**src/rtl/pipeline_hazard_controller_if.sv**
```systemverilog
// Handshake bundle between the hazard controller and its pipeline.
// The master drives the hazard inputs; the slave returns stall/flush controls.
interface pipeline_hazard_controller_if #(
  parameter int NUM_STAGES = 5,
  parameter int CNT_WIDTH  = 32
);
  logic                  isMiss;
  logic                  isMemBusy;
  logic                  isDataHazard;
  logic                  isBranchHazard;
  logic [NUM_STAGES-1:0] stall;
  logic [NUM_STAGES-1:0] flush;
  logic                  fetchVirtualStall;
  logic                  redirectActive;
  logic                  stallTimeout;
  logic [CNT_WIDTH-1:0]  stallCycleCount;
  logic [CNT_WIDTH-1:0]  missCount;

  modport master (
    output isMiss, isMemBusy, isDataHazard, isBranchHazard,
    input  stall, flush, fetchVirtualStall, redirectActive,
    input  stallTimeout, stallCycleCount, missCount
  );

  modport slave (
    input  isMiss, isMemBusy, isDataHazard, isBranchHazard,
    output stall, flush, fetchVirtualStall, redirectActive,
    output stallTimeout, stallCycleCount, missCount
  );
endinterface

```
**src/rtl/pipeline_hazard_controller.sv**
```systemverilog
// Per-stage stall/flush generator for an N-stage in-order pipeline,
// with multi-cycle redirect, stall watchdog and saturating counters.
module pipeline_hazard_controller #(
  parameter int NUM_STAGES      = 5,
  parameter int DH_STAGE        = 2,
  parameter int MISS_STAGE      = 2,
  parameter int MEM_STAGE       = 3,
  parameter int REDIRECT_CYCLES = 1,
  parameter int STALL_TIMEOUT   = 1024,
  parameter int CNT_WIDTH       = 32
) (
  input  logic clk,
  input  logic rst,
  pipeline_hazard_controller_if.slave bus
);

  localparam int WW = $clog2(STALL_TIMEOUT + 1);

  typedef enum logic {RUN, REDIRECT} state_e;

  state_e                state_q, state_d;
  logic [3:0]            redir_q, redir_d;
  logic                  branch_q;
  logic [WW-1:0]         wd_q, wd_d;
  logic                  to_q, to_d;
  logic [CNT_WIDTH-1:0]  scnt_q, scnt_d;
  logic [CNT_WIDTH-1:0]  mcnt_q, mcnt_d;
  logic [NUM_STAGES-1:0] stall_c, flush_c;
  logic                  fvs_c;

  always_comb begin
    stall_c = '0;
    flush_c = '0;
    fvs_c   = 1'b0;
    state_d = state_q;
    redir_d = redir_q;
    priority case (1'b1)
      bus.isMiss: begin
        for (int i = 0; i < NUM_STAGES; i++)
          if (i >= 1 && i <= MISS_STAGE) flush_c[i] = 1'b1;
        redir_d = 4'(REDIRECT_CYCLES - 1);
        state_d = (REDIRECT_CYCLES > 1) ? REDIRECT : RUN;
      end
      bus.isMemBusy: begin
        for (int i = 0; i < NUM_STAGES; i++) begin
          if (i <= MEM_STAGE)     stall_c[i] = 1'b1;
          if (i == MEM_STAGE + 1) flush_c[i] = 1'b1;
        end
        fvs_c = 1'b1;
      end
      (state_q == REDIRECT): begin
        flush_c[1] = 1'b1;
        redir_d    = redir_q - 4'd1;
        if (redir_q == 4'd1) state_d = RUN;
      end
      bus.isDataHazard: begin
        for (int i = 0; i < NUM_STAGES; i++) begin
          if (i < DH_STAGE)  stall_c[i] = 1'b1;
          if (i == DH_STAGE) flush_c[i] = 1'b1;
        end
        fvs_c = 1'b1;
      end
      default: begin
        stall_c[0] = bus.isBranchHazard;
        fvs_c      = branch_q;
      end
    endcase
  end

  // Watchdog saturates at the timeout so it never wraps back under it
  always_comb begin
    if (!stall_c[0])
      wd_d = '0;
    else if (wd_q == WW'(STALL_TIMEOUT))
      wd_d = wd_q;
    else
      wd_d = wd_q + WW'(1);
    to_d   = to_q | (wd_d == WW'(STALL_TIMEOUT));
    scnt_d = scnt_q;
    mcnt_d = mcnt_q;
    if ((|stall_c) && !(&scnt_q)) scnt_d = scnt_q + CNT_WIDTH'(1);
    if (bus.isMiss && !(&mcnt_q)) mcnt_d = mcnt_q + CNT_WIDTH'(1);
  end

  always_ff @(posedge clk or posedge rst) begin
    if (rst) begin
      state_q  <= RUN;
      redir_q  <= '0;
      branch_q <= 1'b0;
      wd_q     <= '0;
      to_q     <= 1'b0;
      scnt_q   <= '0;
      mcnt_q   <= '0;
    end else begin
      state_q  <= state_d;
      redir_q  <= redir_d;
      branch_q <= bus.isBranchHazard;
      wd_q     <= wd_d;
      to_q     <= to_d;
      scnt_q   <= scnt_d;
      mcnt_q   <= mcnt_d;
    end
  end

  assign bus.stall             = stall_c;
  assign bus.flush             = flush_c;
  assign bus.fetchVirtualStall = fvs_c;
  assign bus.redirectActive    = (state_q == REDIRECT);
  assign bus.stallTimeout      = to_q;
  assign bus.stallCycleCount   = scnt_q;
  assign bus.missCount         = mcnt_q;

endmodule

```
**src/flat_wrapper.sv**
```systemverilog
// flat-port wrapper written by rule: the top's interface ports become plain ports
module pipeline_hazard_controller_flat 
#(
  parameter int NUM_STAGES      = 5,
  parameter int DH_STAGE        = 2,
  parameter int MISS_STAGE      = 2,
  parameter int MEM_STAGE       = 3,
  parameter int REDIRECT_CYCLES = 1,
  parameter int STALL_TIMEOUT   = 1024,
  parameter int CNT_WIDTH       = 32
)
  (clk, rst, bus_isMiss, bus_isMemBusy, bus_isDataHazard, bus_isBranchHazard, bus_stall, bus_flush, bus_fetchVirtualStall, bus_redirectActive, bus_stallTimeout, bus_stallCycleCount, bus_missCount);
  pipeline_hazard_controller_if #(.NUM_STAGES(NUM_STAGES), .CNT_WIDTH(CNT_WIDTH)) bus_i ();
  input  logic clk;
  input  logic rst;
  input wire logic [$bits(bus_i.isMiss)-1:0] bus_isMiss;
  input wire logic [$bits(bus_i.isMemBusy)-1:0] bus_isMemBusy;
  input wire logic [$bits(bus_i.isDataHazard)-1:0] bus_isDataHazard;
  input wire logic [$bits(bus_i.isBranchHazard)-1:0] bus_isBranchHazard;
  output wire logic [$bits(bus_i.stall)-1:0] bus_stall;
  output wire logic [$bits(bus_i.flush)-1:0] bus_flush;
  output wire logic [$bits(bus_i.fetchVirtualStall)-1:0] bus_fetchVirtualStall;
  output wire logic [$bits(bus_i.redirectActive)-1:0] bus_redirectActive;
  output wire logic [$bits(bus_i.stallTimeout)-1:0] bus_stallTimeout;
  output wire logic [$bits(bus_i.stallCycleCount)-1:0] bus_stallCycleCount;
  output wire logic [$bits(bus_i.missCount)-1:0] bus_missCount;
  assign bus_i.isMiss = bus_isMiss;
  assign bus_i.isMemBusy = bus_isMemBusy;
  assign bus_i.isDataHazard = bus_isDataHazard;
  assign bus_i.isBranchHazard = bus_isBranchHazard;
  assign bus_stall = bus_i.stall;
  assign bus_flush = bus_i.flush;
  assign bus_fetchVirtualStall = bus_i.fetchVirtualStall;
  assign bus_redirectActive = bus_i.redirectActive;
  assign bus_stallTimeout = bus_i.stallTimeout;
  assign bus_stallCycleCount = bus_i.stallCycleCount;
  assign bus_missCount = bus_i.missCount;
  pipeline_hazard_controller #(.NUM_STAGES(NUM_STAGES), .DH_STAGE(DH_STAGE), .MISS_STAGE(MISS_STAGE), .MEM_STAGE(MEM_STAGE), .REDIRECT_CYCLES(REDIRECT_CYCLES), .STALL_TIMEOUT(STALL_TIMEOUT), .CNT_WIDTH(CNT_WIDTH)) u_core (.clk(clk), .rst(rst), .bus(bus_i));
endmodule
```
**config.mk**
```make
export PLATFORM = sky130hd
export DESIGN_NAME = pipeline_hazard_controller_flat
export DESIGN_NICKNAME = d
export VERILOG_FILES = /design/src/rtl/pipeline_hazard_controller_if.sv /design/src/rtl/pipeline_hazard_controller.sv /design/src/flat_wrapper.sv
export SDC_FILE = /design/constraint.sdc
export NUM_CORES = 1
export LEC_CHECK = 0
export BUFFER_PORTS_ARGS = -buffer_cell sky130_fd_sc_hd__clkbuf_2
export CORE_ASPECT_RATIO = 0.6
export CORE_MARGIN = 3
export CORE_UTILIZATION = 37
export DETAILED_ROUTE_END_ITERATION = 6
export PLACE_DENSITY = 0.54
export SYNTH_ARGS = -nofsm -noshare
export SYNTH_HDL_FRONTEND = slang
export SYNTH_SLANG_ARGS = --single-unit
```
**constraint.sdc**
```tcl
create_clock -name clk -period 5.72 [get_ports clk]
set_input_delay 0.572 -clock clk [delete_from_list [all_inputs] [get_ports clk]]
set_output_delay 0.572 -clock clk [all_outputs]
set_load 0.01 [all_outputs]
```
==> flow_summary.toml, run 1 <==
[cts]
ctsLongestPathBuffers = 2
cts_tree = "built"
cts.clk_slew.worst_paths_ns = 0.06
clock_sinks = 82
cts_inserted_buffers = 9
cts_hold_buf = 0
cts_setup_buffers = 0
cts-root-buf = "clkbuf_16"
cts_resized = 0
h-tree-depth = 3
clk_latency_ns = 0.34

[critical_path]
r2r_start = "u_core.bus.redirectActive"
critPathMaxFanout = 12
slowest_delay_ns = 0.47
critPathLaunchType = "flip-flop"
critPathTopFamily = "simple AND/OR/NAND/NOR gates"
required_ns = 5.15
crit_chain = "nor2b_1 -> or3_1 -> inv_1 -> clkbuf_2"
critPathCaptureType = "output port"
cp.buffers_inverters = 2
r2r_end = "u_core.bus.stallTimeout"
reg2reg_depth = 6
path_class = "reg -> out"
cp_slowest_cell = "nor2b_1"
cp.arrival_ns = 2.07
r2r_slack_ns = 3.31

[route]
drt_wl_total_um = 9490
drt_pass1_iterations = 4
drtIter0Drc = 165
routedWlPerCell_um = 15.4
ant_nets = 0
route.detailed.drc = 0
vias = 3177
vias_per_cell = 5.16

[yosys]
synth_commonest_cells = "dfrtp_1, xnor2_1, nor2_1"
synth_top_cell_by_area = "dfrtp_1"
ys_ff_latch = 82
ys_warn_count = 0
async_reset_ff_frac = 1.00
synthCells = 394
syn_avg_cell_area_um2 = 10.5
synth_top_flop_cell = "dfrtp_1"
ys_types = 41
yosysSeqAreaShare = 0.497
synth_edf_count = 0
synth.most_common_cell = "dfrtp_1"
ys_top_cells_by_area = "dfrtp_1, xnor2_1, xor2_1"
synth_area_um2 = 4130
synth_top_area_share = 0.497

[sta]
tightest_slew_ns = 1.05
min_period_ns = 2.64
max_clock_freq_ghz = 0.379
finClkSkew_ns = 0.00670
slew_violations = 0
fin_crit_sh = 0.462
hold_viol = 0
slew_headroom = 0.303
finalSetupViolCount = 0
rsz0062_at_grt = "false"
fin_ws_ns = 3.08
fin_tns_setup_ns = 0

[outcome]
status = "finished clean"

[floorplan]
ios = 83
initial_core_util = 0.385
die-area_um2 = 12500
die_height_um = 87.8
coreArea_um2 = 10700
fp.dieW_um = 142
core.rowCount = 29

[power_and_ir_drop]
vdd_drop_max_mv = 0.185
total_leakage_power_nw = 2.37
cellPowerDensity_nw_per_um2 = 310

[global_routing]
grt_antenna_before_repair = 0
grt_pass1_wl_um = 16000
grt_overflow = 0
grt_pass1_vias = 3101
grtUsageTotal = 0.162
grt_max_degree = 83

[place]
gp_congestion = 0.819
place_hpwl_um = 6970
dp_slack_ns = 2.98
port_buffers = 79

[min_path]
hp-class = "in -> reg"
hold_depth = 1
worstHoldStart = "bus_isBranchHazard"
worstHoldEndpoint = "u_core.branch_q"

[flow_run]
cap_violations = 0

[cells_and_area]
fin_nets = 484
n_antenna_cell = 0
area_delta_synth_final_pct = 19.7
layout-drive-gt1-share = 0.220
## sequential cells by signal, summed over array words and instances (netlist names)
register,flops
u_core.bus.missCount,32
u_core.redir_q,4
u_core.wd_q,11
u_core.bus.stallTimeout,1
u_core.bus.stallCycleCount,32
u_core.bus.redirectActive,1
u_core.branch_q,1
## layer usage
metal / track usage / up-vias / wire length [um] / share of wire
li1: - / 1541 / - / -
met1: 0.246 / 1535 / 4940 / 0.52
met2: 0.226 / 89 / 3920 / 0.41
met3: 0.0442 / 12 / 541 / 0.057
met4: 0.0431 / 0 / 91 / 0.0096
met5: 0 / - / 0 / 0
## worst reg2reg max path, cell delays in order (launching register included)
cell	delay (ns)
dfrtp_1	0.38
nor2b_1	0.47
or3_1	0.41
inv_1	0.28
nand2_1	0.23
o221ai_1	0.14
o41ai_1	0.38
## layout by cell type (no fill, tap or decap), types with 2 or more instances in the layout
cell       instances
bufinv_16          2
nand3_1           34
clkinv_2           3
a211oi_1           2
dfrtp_1           82
and3_1            19
nor2_1            36
clkbuf_16          9
conb_1             3
and4_1            13
clkbuf_2          79
nor3_1             3
o21ai_0            2
a21oi_1            5
nor4b_1            2
nand4_1           28
o2111ai_1          2
nor4_2             2
xor2_1            26
nand2_1           23
a31oi_1            3
mux2_2             4
xnor2_1           48
inv_1             12
ha_1               6
and2_1            10
## cell type report
class,count,area [um^2]
Clock buffer,11,243
Clock inverter,5,77.6
Fill cell,1016,5770
Inverter,13,50.0
Multi-Input combinational cell,286,1940
Sequential cell,82,2050
Tap cell,139,174
Timing Repair Buffer,80,403
## report_power, final
group / leakage, nW / switching (mW) / internal (mW)
Sequential: 1.11 / 0.0646 / 0.631
Clock: 0.156 / 0.225 / 0.393
Combinational: 1.11 / 0.121 / 0.0945
Total: 2.37 / 0.411 / 1.12
## worst max-delay path by stage
stage | end | startpoint | cells after the start
global route | bus_stall[0] | u_core.bus.redirectActive | 4
CTS | bus_stall[0] | u_core.bus.redirectActive | 4
global placement | u_core.bus.stallTimeout | bus_isMemBusy | 7
finish | bus_stall[0] | u_core.bus.redirectActive | 4
floorplan | u_core.branch_q | rst | 1
detailed placement | u_core.bus.stallTimeout | bus_isMemBusy | 7
## cells by family after synthesis
group / count (synthesis) / share of synthesized area
XOR/XNOR: 74 / 0.157
other: 1 / 0.000909
buffers and inverters: 28 / 0.0343
AND/OR/NAND/NOR: 176 / 0.237
multiplexers: 4 / 0.0109
flip-flops: 82 / 0.497
adder cells (fa/ha/maj): 6 / 0.0182
AO/OA/AOI/OAI: 23 / 0.0440
## through the flow
| stage | utilization | total power [mW] | std cells | hold WS [ns] | area [um^2] |
|---|---|---|---|---|---|
| after floorplan | - | 0.830 | 396 | 0.497 | 4130 |
| final | 0.461 | 1.53 | 616 | 0.376 | 4940 |
| after global placement | 0.431 | 0.920 | 600 | 0.474 | 4620 |
| after CTS | 0.461 | 1.55 | 616 | 0.362 | 4940 |
| after global routing | 0.461 | 1.62 | 616 | 0.361 | 4940 |
| after detailed placement | 0.431 | 0.926 | 600 | 0.481 | 4620 |
No activity file was read; power rests on OpenSTA's default activity.
==> inputs of run 2 (changes only) <==
Clock period 5.72 ns to 2.5 ns, I/O delays scaled along.
==> flow_summary.toml, run 2 (synthesis gave the netlist of run 1 again) <==
[outcome]
status = "finished clean"

[sta]
min_period_ns = 2.14
rsz0062_at_grt = "false"
max_clock_freq_ghz = 0.466
slew_violations = 0
fin_ws_ns = 0.356
fin_crit_sh = 0.858
slew_headroom = 0.462
tightest_slew_ns = 0.806
finClkSkew_ns = 0.00813
hold_viol = 0
fin_tns_setup_ns = 0
finalSetupViolCount = 0

[power_and_ir_drop]
p_total_mw = 3.44
cellPowerDensity_nw_per_um2 = 692
vdd_drop_max_mv = 0.371
total_leakage_power_nw = 2.40
comb_power_share = 0.147
p_sw_frac = 0.283
p_switching_uw = 972
p_int_mw = 2.46
clkPwrFrac = 0.387
pwr-share-seq = 0.466

[global_routing]
grtUsageTotal = 0.160
grt_pass1_vias = 3042
grt_pass1_wl_um = 15900
grt_antenna_before_repair = 0
grt_max_degree = 45
grt_overflow = 0

[place]
port_buffers = 79
gp_congestion = 0.790
place_area_um2 = 4670
dp_slack_ns = 0.403
place_hpwl_um = 6970

[cts]
cts_tree = "built"
clk_latency_ns = 0.34
h-tree-depth = 3
ctsLongestPathBuffers = 2
cts_inserted_buffers = 9
clock_sinks = 82
cts_setup_buffers = 0
cts_hold_buf = 0
cts-root-buf = "clkbuf_16"
cts.clk_slew.worst_paths_ns = 0.06
cts_resized = 0

[cells_and_area]
final_cell_mix = "dfrtp_1, clkbuf_2, xnor2_1"
n_antenna_cell = 0
final_common_cell = "dfrtp_1"
fin_nets = 489
layout-drive-gt1-share = 0.228
area_delta_synth_final_pct = 20.4
stdcell_area_um2 = 4960
n_fill_cell = 1026

[critical_path]
cp.arrival_ns = 2.36
critPathMaxFanout = 6
critPathCaptureType = "flip-flop"
r2r_end = "u_core.bus.stallTimeout"
r2r_slack_ns = 0.36
required_ns = 2.71
critPathLaunchType = "flip-flop"
path_class = "reg -> reg"
reg2reg_depth = 7
r2r_start = "u_core.wd_q[0]"

[route]
drt_wl_total_um = 9550
drt_pass1_iterations = 5
drtIter0Drc = 228
vias_per_cell = 5.12
vias = 3180
routedWlPerCell_um = 15.4
route.detailed.drc = 0
ant_nets = 0

[flow_run]
cap_violations = 0

[floorplan]
fp.dieW_um = 142
coreArea_um2 = 10700
die-area_um2 = 12500
die_height_um = 87.8
initial_core_util = 0.385
core.rowCount = 29
ios = 83

[min_path]
hp-class = "in -> async"
run 2: worst max-delay path, cell delays in order, from the launching register on:
cell      delay [ns]
dfrtp_1         0.45
inv_1           0.11
ha_1            0.16
nor4b_1         0.25
nand3_1         0.24
nand2_1         0.27
o221ai_1        0.15
o41ai_1         0.40
run 2: stage by stage:
stage	hold slack [ns]	cells	util
after floorplan	0.281	396	-
after global placement	0.392	605	0.436
after detailed placement	0.399	605	0.436
after CTS	0.0464	621	0.464
after global routing	0.0538	621	0.464
final	0.0260	621	0.464
run 2: how the worst max path moves through the flow:
stage                              start                        endpoint  slack, ns  depth (start not counted)
2_1_floorplan                        rst                 u_core.branch_q       0.14                          1
3_3_place_gp   u_core.bus.redirectActive  u_core.bus.stallCycleCount[21]       0.47                          7
3_5_place_dp              u_core.wd_q[0]         u_core.bus.stallTimeout       0.40                          7
4_1_cts        u_core.bus.redirectActive                    bus_stall[0]       0.34                          5
5_1_grt                   u_core.wd_q[0]         u_core.bus.stallTimeout       0.19                          7
6_report                  u_core.wd_q[0]         u_core.bus.stallTimeout       0.36                          7
run 2: layout make-up:
type	count	area (um^2)	area share
Tap cell	139	174	0.0350
Inverter	13	50.0	0.0101
Sequential cell	82	2050	0.413
Timing Repair Buffer	85	453	0.0912
Clock buffer	11	243	0.0489
Clock inverter	5	53.8	0.0108
Multi-Input combinational cell	286	1940	0.391
run 2: metal layers:
layer  vias up  GRT usage  wire length [um]
met2        75      0.222              3930
met3         9     0.0480               461
met5         -          0                 0
met1      1545      0.243              5050
met4         0     0.0406                99
li1       1551          -                 -
run 2: power by group through the flow:
stage / sequential, mW / combinational [mW] / clock [mW]
5_1_grt: 1.63 / 0.571 / 1.41
4_1_cts: 1.60 / 0.517 / 1.37
2_1_floorplan: 1.63 / 0.265 / 0
6_report: 1.60 / 0.506 / 1.33
3_5_place_dp: 1.62 / 0.518 / 0
3_3_place_gp: 1.62 / 0.507 / 0
